$ cat src/rtl/fifo_a_pkg.sv
// rtl/fifo_a_pkg.sv - shared FIFO_A datapath types and constants
package fifo_a_pkg;

    // Word width shared with the upstream parallel-in/serial-out shifter.
    localparam int WORD_W = 8;

    typedef enum logic {
        IDLE  = 1'b0,
        SHIFT = 1'b1
    } deser_state_t;

    // Width of the deserializer bit counter for a given word width.
    function automatic int deser_cnt_w(input int width);
        return $clog2(width);
    endfunction

endpackage

$ cat src/rtl/sipo_deser_if.sv
// rtl/sipo_deser_if.sv - serial input and parallel output handshake bundle
interface sipo_deser_if
    import fifo_a_pkg::*;
#(
    parameter int WIDTH = WORD_W
);
    logic             sin_vld;
    logic             sin;
    logic             sof;
    logic [WIDTH-1:0] dout;
    logic             dout_vld;
    logic             dout_rdy;

    // Environment side: supplies the bit stream and consumes words.
    modport master (
        output sin_vld, sin, sof, dout_rdy,
        input  dout, dout_vld
    );

    // Deserializer side.
    modport slave (
        input  sin_vld, sin, sof, dout_rdy,
        output dout, dout_vld
    );
endinterface

$ cat src/rtl/sipo_out_reg.sv
// rtl/sipo_out_reg.sv - one-entry valid/ready holding register with overrun detect
module sipo_out_reg #(
    parameter int WIDTH = 8
) (
    input  logic             clk,
    input  logic             rst,
    input  logic             load,
    input  logic [WIDTH-1:0] load_data,
    input  logic             rdy,
    input  logic             err_clr,
    output logic [WIDTH-1:0] data,
    output logic             vld,
    output logic             overrun
);

    logic drain;
    logic room;

    assign drain = vld && rdy;
    // A slot is free when empty or being emptied this very cycle.
    assign room  = !vld || drain;

    // Load wins over drain so a simultaneous transfer+load keeps vld high with no bubble.
    always_ff @(posedge clk or negedge rst) begin
        if (!rst) begin
            data <= '0;
            vld  <= 1'b0;
        end else if (load && room) begin
            data <= load_data;
            vld  <= 1'b1;
        end else if (drain) begin
            vld  <= 1'b0;
        end
    end

    // Sticky overrun: a word arrived with nowhere to go; a new event beats err_clr.
    always_ff @(posedge clk or negedge rst) begin
        if (!rst) begin
            overrun <= 1'b0;
        end else if (load && !room) begin
            overrun <= 1'b1;
        end else if (err_clr) begin
            overrun <= 1'b0;
        end
    end

endmodule

$ cat src/rtl/sipo_deser.sv
// rtl/sipo_deser.sv - framed serial-in/parallel-out deserializer
module sipo_deser
    import fifo_a_pkg::*;
#(
    parameter int WIDTH     = WORD_W,
    parameter bit LSB_FIRST = 1'b1
) (
    input  logic       clk,
    input  logic       rst,
    sipo_deser_if.slave bus,
    output logic       overrun,
    output logic       frame_err,
    input  logic       err_clr,
    output logic       busy
);

    localparam int             CNT_W = deser_cnt_w(WIDTH);
    localparam logic [CNT_W-1:0] LAST  = CNT_W'(WIDTH - 1);

    deser_state_t     state;
    logic [WIDTH-1:0] sh;
    logic [CNT_W-1:0] cnt;
    logic [WIDTH-1:0] sh_next;
    logic             start;
    logic             accept;
    logic             complete;

    // Insert one bit into a word image in the configured arrival order.
    function automatic logic [WIDTH-1:0] shift_in(input logic [WIDTH-1:0] base, input logic b);
        if (LSB_FIRST) begin
            return {b, base[WIDTH-1:1]};
        end else begin
            return {base[WIDTH-2:0], b};
        end
    endfunction

    assign start    = bus.sin_vld && bus.sof;
    assign accept   = bus.sin_vld && !bus.sof && (state == SHIFT);
    assign complete = accept && (cnt == LAST);

    // Next shift image; a start of frame begins from a clean word so stale bits never leak.
    always_comb begin
        sh_next = shift_in(sh, bus.sin);
        if (start) begin
            sh_next = shift_in('0, bus.sin);
        end
    end

    // Framing FSM: collects bits, restarts on sof, returns to IDLE on the last bit.
    always_ff @(posedge clk or negedge rst) begin
        if (!rst) begin
            state     <= IDLE;
            sh        <= '0;
            cnt       <= '0;
            busy      <= 1'b0;
            frame_err <= 1'b0;
        end else begin
            if (start) begin
                sh    <= sh_next;
                cnt   <= CNT_W'(1);
                state <= SHIFT;
                busy  <= 1'b1;
            end else if (accept) begin
                sh <= sh_next;
                if (complete) begin
                    cnt   <= '0;
                    state <= IDLE;
                    busy  <= 1'b0;
                end else begin
                    cnt <= cnt + CNT_W'(1);
                end
            end

            if (start && (state == SHIFT)) begin
                frame_err <= 1'b1;
            end else if (err_clr) begin
                frame_err <= 1'b0;
            end
        end
    end

    sipo_out_reg #(
        .WIDTH (WIDTH)
    ) u_out_reg (
        .clk       (clk),
        .rst       (rst),
        .load      (complete),
        .load_data (sh_next),
        .rdy       (bus.dout_rdy),
        .err_clr   (err_clr),
        .data      (bus.dout),
        .vld       (bus.dout_vld),
        .overrun   (overrun)
    );

endmodule

$ cat src/flat_wrapper.sv
// flat-port wrapper written by rule: the top's interface ports become plain ports
module sipo_deser_flat import fifo_a_pkg::*;
#(
    parameter int WIDTH     = WORD_W,
    parameter bit LSB_FIRST = 1'b1
)
  (clk, rst, overrun, frame_err, err_clr, busy, bus_sin_vld, bus_sin, bus_sof, bus_dout_rdy, bus_dout, bus_dout_vld);
  sipo_deser_if #(.WIDTH(WIDTH)) bus_i ();
  input  logic clk;
  input  logic rst;
  output logic overrun;
  output logic frame_err;
  input  logic err_clr;
  output logic busy;
  input wire logic [$bits(bus_i.sin_vld)-1:0] bus_sin_vld;
  input wire logic [$bits(bus_i.sin)-1:0] bus_sin;
  input wire logic [$bits(bus_i.sof)-1:0] bus_sof;
  input wire logic [$bits(bus_i.dout_rdy)-1:0] bus_dout_rdy;
  output wire logic [$bits(bus_i.dout)-1:0] bus_dout;
  output wire logic [$bits(bus_i.dout_vld)-1:0] bus_dout_vld;
  assign bus_i.sin_vld = bus_sin_vld;
  assign bus_i.sin = bus_sin;
  assign bus_i.sof = bus_sof;
  assign bus_i.dout_rdy = bus_dout_rdy;
  assign bus_dout = bus_i.dout;
  assign bus_dout_vld = bus_i.dout_vld;
  sipo_deser #(.WIDTH(WIDTH), .LSB_FIRST(LSB_FIRST)) u_core (.clk(clk), .rst(rst), .bus(bus_i), .overrun(overrun), .frame_err(frame_err), .err_clr(err_clr), .busy(busy));
endmodule
$ cat config.mk
export PLATFORM = sky130hd
export DESIGN_NAME = sipo_deser_flat
export DESIGN_NICKNAME = d
export VERILOG_FILES = /design/src/rtl/fifo_a_pkg.sv /design/src/rtl/sipo_deser_if.sv /design/src/rtl/sipo_out_reg.sv /design/src/rtl/sipo_deser.sv /design/src/flat_wrapper.sv
export SDC_FILE = /design/constraint.sdc
export NUM_CORES = 1
export LEC_CHECK = 0
export CORE_MARGIN = 5
export CORE_UTILIZATION = 52
export CTS_BUF_LIST = sky130_fd_sc_hd__clkbuf_8 sky130_fd_sc_hd__clkbuf_16
export CTS_CLUSTER_DIAMETER = 120
export CTS_CLUSTER_SIZE = 28
export DETAILED_ROUTE_END_ITERATION = 10
export GPL_ROUTABILITY_DRIVEN = 0
export PLACE_DENSITY = 0.78
export SLEW_MARGIN = 20
export SYNTH_ARGS = -nofsm -noshare
export SYNTH_HDL_FRONTEND = slang
export SYNTH_HIERARCHICAL = 1
export SYNTH_SLANG_ARGS = --single-unit
$ cat constraint.sdc
create_clock -name clk -period 2.05 [get_ports clk]
set_input_delay 0.41 -clock clk [delete_from_list [all_inputs] [get_ports clk]]
set_output_delay 0.41 -clock clk [all_outputs]
set_load 0.03 [all_outputs]
==> flow_metrics.env, run 1 <==
export IMPL_mostFrequentLayoutCell="dfrtp_1"
export IMPL_power_w=0.001103
export IMPL_skew_ps=3.552
export IMPL_cts_setup_buffers=0
export IMPL_via_count=762
export IMPL_grt_pass1_wl_um=3898
export IMPL_fin_setup_tns_ps=0
export IMPL_finalSetupViolCount=0
export IMPL_cts_htree_levels=1
export IMPL_holdCritPathClass="input pin to async pin"
export IMPL_finalWorstSetupSlack_ps=200.2
export IMPL_rsz0062_at_grt="no"
export IMPL_viasPerCell=5.292
export IMPL_reg2reg_from="u_core/cnt[0]$_DFFE_PN0P_"
export IMPL_status="finished, final reports clean"
export IMPL_cts_buffers=3
export IMPL_yosysSeqAreaShare_pct=47.26
export IMPL_cp_cell_sequence="clkdlybuf4s50_1"
export IMPL_grtUsageTotal_pct=15.12
export IMPL_final_area_sq_mm=0.001418
export IMPL_dr_pass1_iters=4
export IMPL_start_kind="flip-flop"
export IMPL_grt_max_degree=30
export IMPL_post_route_period_util_pct=90.23
export IMPL_antenna_left=0
export IMPL_portBuffers=18
export IMPL_syn_inst=96
export IMPL_yosys_warnings=6
export IMPL_cp_end_kind="primary output"
export IMPL_clock_latency_ps=260
export IMPL_cp_top_family="buffers and inverters"
export IMPL_period_needed_ps=1850
export IMPL_worst_path_buf_inv=1
export IMPL_critPathKind="flip-flop to primary output"
export IMPL_avgSynthCellArea_sq_um=12.13
export IMPL_syn_to_final_growth_pct=21.70
export IMPL_cts_sinks=22
export IMPL_grt_pass1_vias=810
export IMPL_cts_tree="yes"
export IMPL_layout_nets=126
export IMPL_clockBufferDepth=2
export IMPL_synth_seq_cells=22
export IMPL_root_buffer="clkbuf_8"
export IMPL_cp_max_fo=8
export IMPL_netlist_area_sq_mm=0.001165
export IMPL_fmax_ghz=0.5406
export IMPL_syn_nets=105
export IMPL_required_ps=1640
export IMPL_drt_iter0_drc=23
export IMPL_place_ws_ps=132.3
export IMPL_hold_viol=0
export IMPL_start_util_pct=53.69
export IMPL_p_leak_nw=0.6219
export IMPL_maxCapViolCount=0
export IMPL_critPathSlowestCell="clkdlybuf4s50_1"
export IMPL_startpoint="u_core/state$_DFFE_PN0P_"
export IMPL_drive_gt1_share_pct=25.00
export IMPL_core_area_sq_mm=0.002170
export IMPL_rows=17
export IMPL_relSlewSlack_pct=69.03
export IMPL_worstPathArrival_ps=1440
export IMPL_synthDistinctLibCells=25
export IMPL_n_antenna_cell=0
export IMPL_wl_um=2177
export IMPL_dpl_hpwl_um=1585
export IMPL_ir_drop_v=0.0005598
export IMPL_pin_count=19
export IMPL_die_area_sq_mm=0.003287
export IMPL_placed_cell_area_sq_mm=0.001363
export IMPL_tightest_slew_ps=464.6
export IMPL_post_route_drc_count=0
export IMPL_antenna_found_initial=0
export IMPL_cts_resized=0
export IMPL_path_clk_slew_ps=70
export IMPL_cpPeakStageDelay_ps=720
export IMPL_chipHeight_um=57.33
export IMPL_avgRoutedWirePerCell_um=15.12
export IMPL_overflow=0
export IMPL_fp_dieW_um=57.33
export IMPL_final_cell_mix="22 x dfrtp_1, 18 x clkdlybuf4s50_1, 11 x inv_1"
export IMPL_cts_hold_buf=0
export IMPL_slew_viol_final=0
export IMPL_power_density_mw_per_mm2=778.4
## stage by stage
| step | hold WS (ps) | cells | util (%) |
|---|---|---|---|
| 5_1_grt | 512.0 | 144 | 65.34 |
| 4_1_cts | 498.8 | 144 | 65.34 |
| 6_report | 494.7 | 144 | 65.34 |
| 2_1_floorplan | 114.4 | 96 | - |
| 3_5_place_dp | 502.0 | 140 | 62.80 |
| 3_3_place_gp | 482.8 | 140 | 62.80 |
## flip-flops by register name, summed over array words and instances, names as in the netlist
signal and cells:
u_core/frame_err 1, u_core/state 1, u_core/u_out_reg/data 8, u_core/u_out_reg/vld 1, u_core/cnt 3, u_core/u_out_reg/overrun 1
u_core/sh 7
## logic make-up (layout without fill, tap and decap cells)
| family | Yosys count | in the layout | synth area share, % |
|---|---|---|---|
| compound gates | 20 | 20 | 16.54 |
| flops | 22 | 22 | 47.26 |
| mux | 9 | 9 | 11.28 |
| fa+ha+maj | 2 | 2 | 2.148 |
| simple gates | 25 | 25 | 14.50 |
| buf+inv | 18 | 38 | 8.270 |
## synth_stat cells
master | n | area share, %
mux2_4 | 8 | 10
nand2_4 | 1 | 0.97
mux2_1 | 1 | 0.97
o22ai_1 | 1 | 0.54
dfrtp_1 | 22 | 47
o21ai_1 | 2 | 0.86
nand2_1 | 3 | 0.97
a221o_1 | 1 | 0.86
inv_1 | 11 | 3.5
a21boi_1 | 1 | 0.64
a21oi_1 | 6 | 2.6
buf_2 | 2 | 0.86
nand3_2 | 1 | 0.86
nand3_1 | 7 | 3.0
buf_4 | 3 | 1.9
nand2b_4 | 1 | 1.2
ha_1 | 2 | 2.1
nand2b_1 | 8 | 4.3
nor4bb_1 | 1 | 0.86
o221ai_2 | 8 | 10
buf_6 | 2 | 1.9
a22o_1 | 1 | 0.75
or2_1 | 1 | 0.54
nand4b_1 | 1 | 0.75
nor3b_2 | 1 | 1.1
## cell type report
class	instances	area (sq um)
inverters	11	41.29
multi-input cells	56	518.0
well taps	28	35.03
clock buffers	4	55.05
fillers	176	752.0
repair buffers	23	217.7
flip-flops and latches	22	550.5
## where the power goes
| group | switching (W) | internal (W) |
|---|---|---|
| Combinational | 0.000145 | 0.000133 |
| Sequential | 0.0000381 | 0.000484 |
| Clock | 0.000133 | 0.000171 |
## metal layers
layer	vias up	wire [um]	track usage, %	part of all wire, %
met2	18	1073	24.47	49
met5	-	0	0	0
met3	0	97	2.941	4.5
met1	367	1005	20.34	46
li1	377	-	-	-
met4	0	0	4.967	0
## worst paths after layout
path | cells past startpoint | slack (ps) | to
setup / recovery | 1 | 200 | busy
setup reg to reg | 5 | 370 | u_core/u_out_reg/data[0]$_DFFE_PN0P_
hold reg to reg | 1 | 520 | u_core/u_out_reg/data[6]$_DFFE_PN0P_
hold / removal | 2 | 490 | u_core/u_out_reg/data[6]$_DFFE_PN0P_
max in group asynchronous | 2 | 1330 | u_core/sh[6]$_DFFE_PN0P_
min in group clk | 1 | 520 | u_core/u_out_reg/data[6]$_DFFE_PN0P_
No activity file was read; power rests on OpenSTA's default activity.
==> run 2: changes to the inputs <==
--- a/config.mk
+++ b/config.mk
@@ -5,7 +5,7 @@
 export SDC_FILE = /design/constraint.sdc
 export NUM_CORES = 1
 export LEC_CHECK = 0
-export CORE_MARGIN = 5
+export CORE_MARGIN = 10
 export CORE_UTILIZATION = 52
 export CTS_BUF_LIST = sky130_fd_sc_hd__clkbuf_8 sky130_fd_sc_hd__clkbuf_16
 export CTS_CLUSTER_DIAMETER = 120
==> run 2 against run 1 <==
  * Clock power fell by 16%
  * Via count is 0.39% higher
  * Count of clock-buffer cells in the layout shrank 1
  * Clock skew is essentially flat
  * Final cell count decreased by 0.69%
  * Wire length is 5.1% higher
  * Sequential power hardly changed
  * Non-clock buffer count is the same
==> flow_metrics.env, run 2 (same netlist as run 1, synthesis figures left out) <==
export IMPL_p_comb_share_pct=26.3
export IMPL_worst_path_buf_inv=1
export IMPL_multi_input_area_sq_um=518.0
export IMPL_reg2reg_from="u_core/cnt[0]$_DFFE_PN0P_"
export IMPL_cts_buffers=3
export IMPL_dr_wl_met2_um=1140
export IMPL_place_ws_ps=170.1
export IMPL_finalSetupViolCount=0
export IMPL_routed_top_layer="met4"
export IMPL_skew_ps=3.292
export IMPL_via_count=765
export IMPL_overflow=0
export IMPL_cts_sinks=22
export IMPL_layout_nets=126
export IMPL_critPathSlowestCell="clkdlybuf4s50_1"
export IMPL_p_int_w=0.0007472
export IMPL_dr_pass1_iters=4
export IMPL_rows=17
export IMPL_cpPeakStageDelay_ps=720
export IMPL_period_needed_ps=1865
export IMPL_largestRegisters="u_core/u_out_reg/data: 8 flops, u_core/sh: 7 flops, u_core/cnt: 3 flops"
export IMPL_maxCapViolCount=0
export IMPL_cp_top_family="buffers and inverters"
export IMPL_layout_area_seq_sq_um=550.5
export IMPL_slew_viol_final=0
export IMPL_worstPathArrival_ps=1460
export IMPL_cts_hold_buf=0
export IMPL_final_util_pct=64.71
export IMPL_whs_ps=501.1
export IMPL_cts_setup_buffers=0
export IMPL_core_area_sq_mm=0.002170
export IMPL_grt_pass1_vias=807
export IMPL_die_area_sq_mm=0.004533
export IMPL_status="finished, final reports clean"
export IMPL_relSlewSlack_pct=66.95
export IMPL_cp_end_kind="primary output"
export IMPL_m1WireLength_um=982
export IMPL_fmax_ghz=0.5361
export IMPL_grtUsageTotal_pct=11.34
export IMPL_root_buffer="clkbuf_8"
export IMPL_required_ps=1640
export IMPL_p_leak_nw=0.6147
export IMPL_ir_drop_v=0.0005595
export IMPL_final_cell_mix="22 x dfrtp_1, 18 x clkdlybuf4s50_1, 11 x inv_1"
export IMPL_finalWorstSetupSlack_ps=184.8
export IMPL_tightest_slew_ps=495.7
export IMPL_pin_count=19
export IMPL_clock_latency_ps=260
export IMPL_r2r_slack_ps=390
export IMPL_startpoint="u_core/state$_DFFE_PN0P_"
export IMPL_largest_register_ffs=8
export IMPL_cp_cell_sequence="clkdlybuf4s50_1"
export IMPL_pwr_share_seq_pct=49.6
export IMPL_n_antenna_cell=0
export IMPL_chipHeight_um=67.33
export IMPL_cts_resized=0
export IMPL_avgRoutedWirePerCell_um=15.99
export IMPL_dpl_hpwl_um=1720
export IMPL_post_route_drc_count=0
export IMPL_holdCritPathClass="input pin to async pin"
export IMPL_post_route_period_util_pct=90.98
export IMPL_pwr_share_clk_pct=24.1
export IMPL_mostFrequentLayoutCell="dfrtp_1"
export IMPL_switching_share_pct=29.15
export IMPL_cts_htree_levels=1
export IMPL_drt_iter0_drc=23
export IMPL_regMostFlops="u_core/u_out_reg/data"
export IMPL_wl_um=2287
export IMPL_syn_to_final_growth_pct=20.52
export IMPL_path_clk_slew_ps=70
export IMPL_p_sw_w=0.0003074
export IMPL_hold_viol=0
export IMPL_cts_tree="yes"
export IMPL_fp_dieW_um=67.33
export IMPL_viasPerCell=5.350
export IMPL_clockBufferDepth=2
export IMPL_antenna_left=0
export IMPL_power_density_mw_per_mm2=751.2
export IMPL_cp_max_fo=8
export IMPL_drive_gt1_share_pct=24.35
export IMPL_start_kind="flip-flop"
export IMPL_fin_setup_tns_ps=0
export IMPL_grt_pass1_wl_um=3933
export IMPL_fillCellCount=182
export IMPL_wl_met3_um=129
export IMPL_start_util_pct=53.69
export IMPL_portBuffers=18
export IMPL_critPathKind="flip-flop to primary output"
export IMPL_antenna_found_initial=0
export IMPL_rsz0062_at_grt="no"
export IMPL_grt_max_degree=30
[run 2: cell types whose count changed in the layout (fill, tap and decap cells not counted), sizes merged]
| cell | before | now |
|---|---|---|
| clkbuf | 4 | 3 |
[run 2: worst reg2reg max path, stage by stage, from the launching register on]
cell and delay [ps]:
dfrtp_1 390, ha_1 160, ha_1 220, nor3b_2 290, nand2_4 170, mux2_4 330
[run 2: per-layer routing]
layer,up-vias,GRT usage (%)
met4,0,6.667
met3,4,2.645
met5,-,0
met1,371,13.33
met2,14,18.48
li1,376,-
[run 2: worst paths after layout]
check	to	depth (start not counted)
worst max-delay path	busy	1
worst min register to register	u_core/sh[1]$_DFFE_PN0P_	2
worst min-delay path	u_core/cnt[0]$_DFFE_PN0P_	2
min in group clk	u_core/sh[1]$_DFFE_PN0P_	2
max in group asynchronous	u_core/sh[5]$_DFFE_PN0P_	2
worst max register to register	u_core/u_out_reg/data[7]$_DFFE_PN0P_	5
[run 2: area by class of cell]
cell class / count / area share (%)
inverter: 11 / 2.941
multi-input combinational: 56 / 36.90
tap: 28 / 2.496
sequential: 22 / 39.22
timing repair buffer: 23 / 15.51
clock buffer: 3 / 2.941
[run 2: through the flow]
| stage | instances | power (W) | cell area (sq um) |
|---|---|---|---|
| after global placement | 140 | 0.0007974 | 1363 |
| after floorplan | 96 | 0.0007109 | 1165 |
| after detailed placement | 140 | 0.0008133 | 1363 |
| after CTS | 143 | 0.001072 | 1404 |
| after global routing | 143 | 0.001120 | 1404 |
| final | 143 | 0.001055 | 1404 |
[run 2: power by group through the flow]
stage               clock (W)  combinational, W  sequential, W
floorplan                   0          0.000142       0.000568
global placement            0          0.000270       0.000527
detailed placement          0          0.000282       0.000531
CTS                  0.000265          0.000283       0.000523
global route         0.000284          0.000304       0.000532
finish               0.000254          0.000278       0.000523
==> variant, RTL diff (flow settings as in run 2) <==
`WORD_W`: 8 -> 7.
--- a/src/rtl/fifo_a_pkg.sv
+++ b/src/rtl/fifo_a_pkg.sv
@@ -3,5 +3,5 @@
 
     // Word width shared with the upstream parallel-in/serial-out shifter.
-    localparam int WORD_W = 8;
+    localparam int WORD_W = 7;
 
     typedef enum logic {
Interface: changed (resized bus_dout); port bits go from 19 to 18. No check against the original RTL was run, so the function may have changed too.
==> variant against run 2 <==
  * Non-clock buffer count shrank 1
  * Total power shrank 9.2%
  * Cell area shrank 11%
  * Sequential share of layout area grew 0.90 points
  * Highest routed layer unchanged
  * Routed wire length shrank 13%
  * Largest power group unchanged
  * Worst setup slack gained 0.049 ns
  * Synthesized area shrank 16%
  * Sequential cell count shrank 2
  * Largest cell class unchanged
==> variant: results (changes against run 2) <==
[global_routing]
met3_usage_pct=5.830  ; +3.2 points
antenna_found_initial=0  ; unchanged
use_met2_pct=15.58  ; -2.9 points
grt_pass1_vias=682  ; -15%
grt.total_usage_pct=10.76  ; -0.58 points
grt_max_degree=21  ; -30%
grtUsageMet1_pct=12.97  ; -0.35 points
grt_pass1_wl_um=3519  ; -11%

[place]
io_buffers=17  ; -1
placed_area_sq_mm=0.001192  ; -12%
dpl_worst_slack_ns=0.07071  ; -0.09935 ns
placed_cells_incl_taps=127  ; -9.3%
hpwl_um=1464  ; -15%

[finish]
fillers=133  ; -27%
layout.nets=116  ; -7.9%
reg_top3=u_core/u_out_reg/data: 7 flops, u_core/sh: 6 flops, u_core/cnt: 3 flops
n_antenna_cell=0  ; unchanged
drive_above_1_share_pct=20.75  ; -3.6 points

[worst_setup_path]
max_stage_delay_ns=0.41  ; -0.31 ns
critPathMaxFanout=7  ; -1
critPathArrivalTime_ns=1.96  ; +0.50 ns
crit_family=simple AND/OR/NAND/NOR gates
slowest_stage=nor3_1

[clocking]
post_cts_buffers=0  ; unchanged
clock_path_buffers=2  ; unchanged
cts_buffers=3  ; unchanged
cts_resized=0  ; unchanged
clkLatencyLatePin_ns=0.25

[route]
wirelength_met1_um=858  ; -13%
viasPerCell=5.359  ; +0.17%
met3_length_um=206  ; +60%
drt_pass1_iterations=4  ; unchanged
routedWlPerCell_um=15.25  ; -4.6%
drt-total-wl_um=1998  ; -13%
wl_met2_um=905  ; -21%
drt-initial-drc-count=10  ; -57%

[synth]
synthTopCellsByCount=dfrtp_1, mux2_4, and2_1, inv_1
yosys.area_share.adder_pct=2.561  ; +0.41 points
synth-seq-area-share_pct=51.22  ; +4.0 points
ys.flop_type=dfrtp_1
synth_area_leaders=dfrtp_1, mux2_4, o2bb2ai_1
synth_xor_area_share_pct=0  ; unchanged
synthMuxAreaShare_pct=11.91  ; +0.63 points
netlist_instances=83  ; -14%
synth-compound-area-share_pct=16.26  ; -0.28 points
syn_nets=92  ; -12%
async_reset_ff_share_pct=100.0  ; unchanged
yosysWarningCount=6  ; unchanged
yosys.cell_types.count=26  ; +4.0%

[timing]
skew_ns=0.001763  ; -0.001529 ns
tightest_slew_ns=0.4438  ; -0.05191 ns

[run_status]
outcome=finished clean

[hold_path]
worstHoldPathType=primary input to asynchronous set/reset pin

[power_and_ir_drop]
ir_drop_mv=0.6758  ; +21%
power_leakage_nw=0.5682  ; -7.6%
internal-power_mw=0.7019  ; -6.1%

[variant: cell count changes in the layout (fill, tap and decap cells not counted), sizes merged, moves of 5 or more]
cell	run 2	this run
nand2b	9	1
nand3	8	1
nor2b	0	5
and2	0	6
inv	11	6
o2bb2ai	0	5
o221ai	8	0
[variant: power by group through the flow]
stage / Clock, mW / Combinational (mW) / Sequential (mW)
after global routing: 0.319 / 0.219 / 0.470
after CTS: 0.300 / 0.202 / 0.464
after global placement: 0 / 0.196 / 0.468
after detailed placement: 0 / 0.202 / 0.469
after floorplan: 0 / 0.0917 / 0.496
final: 0.294 / 0.200 / 0.463
[variant: cell type report]
cell class | count | area, sq um | share of cell area, %
sequential | 20 | 500.5 | 40.12
multi-input combinational | 54 | 430.4 | 34.50
timing repair buffer | 22 | 207.7 | 16.65
clock buffer | 4 | 55.05 | 4.413
tap | 25 | 31.28 | 2.508
inverter | 6 | 22.52 | 1.805
[variant: worst reg2reg max path, delay by kind of cell (launching register included)]
kind	cells	cell delay (ns)
adders and majority gates	1	0.17
muxes	1	0.35
and+or+nand+nor	3	0.71
DFF	1	0.38
buffers and inverters	1	0.09
[variant: worst paths after layout]
path,startpoint,end,slack (ns),depth (start not counted)
max,u_core/cnt[0]$_DFFE_PN0P_,u_core/u_out_reg/data[6]$_DFFE_PN0P_,0.23,6
min,rst,u_core/cnt[2]$_DFFE_PN0P_,0.49,2
max reg2reg,u_core/cnt[0]$_DFFE_PN0P_,u_core/u_out_reg/data[6]$_DFFE_PN0P_,0.23,6
min reg2reg,u_core/sh[1]$_DFFE_PN0P_,u_core/sh[1]$_DFFE_PN0P_,0.51,1
max in group asynchronous,rst,u_core/sh[3]$_DFFE_PN0P_,1.36,2
min in group clk,u_core/sh[1]$_DFFE_PN0P_,u_core/sh[1]$_DFFE_PN0P_,0.51,1
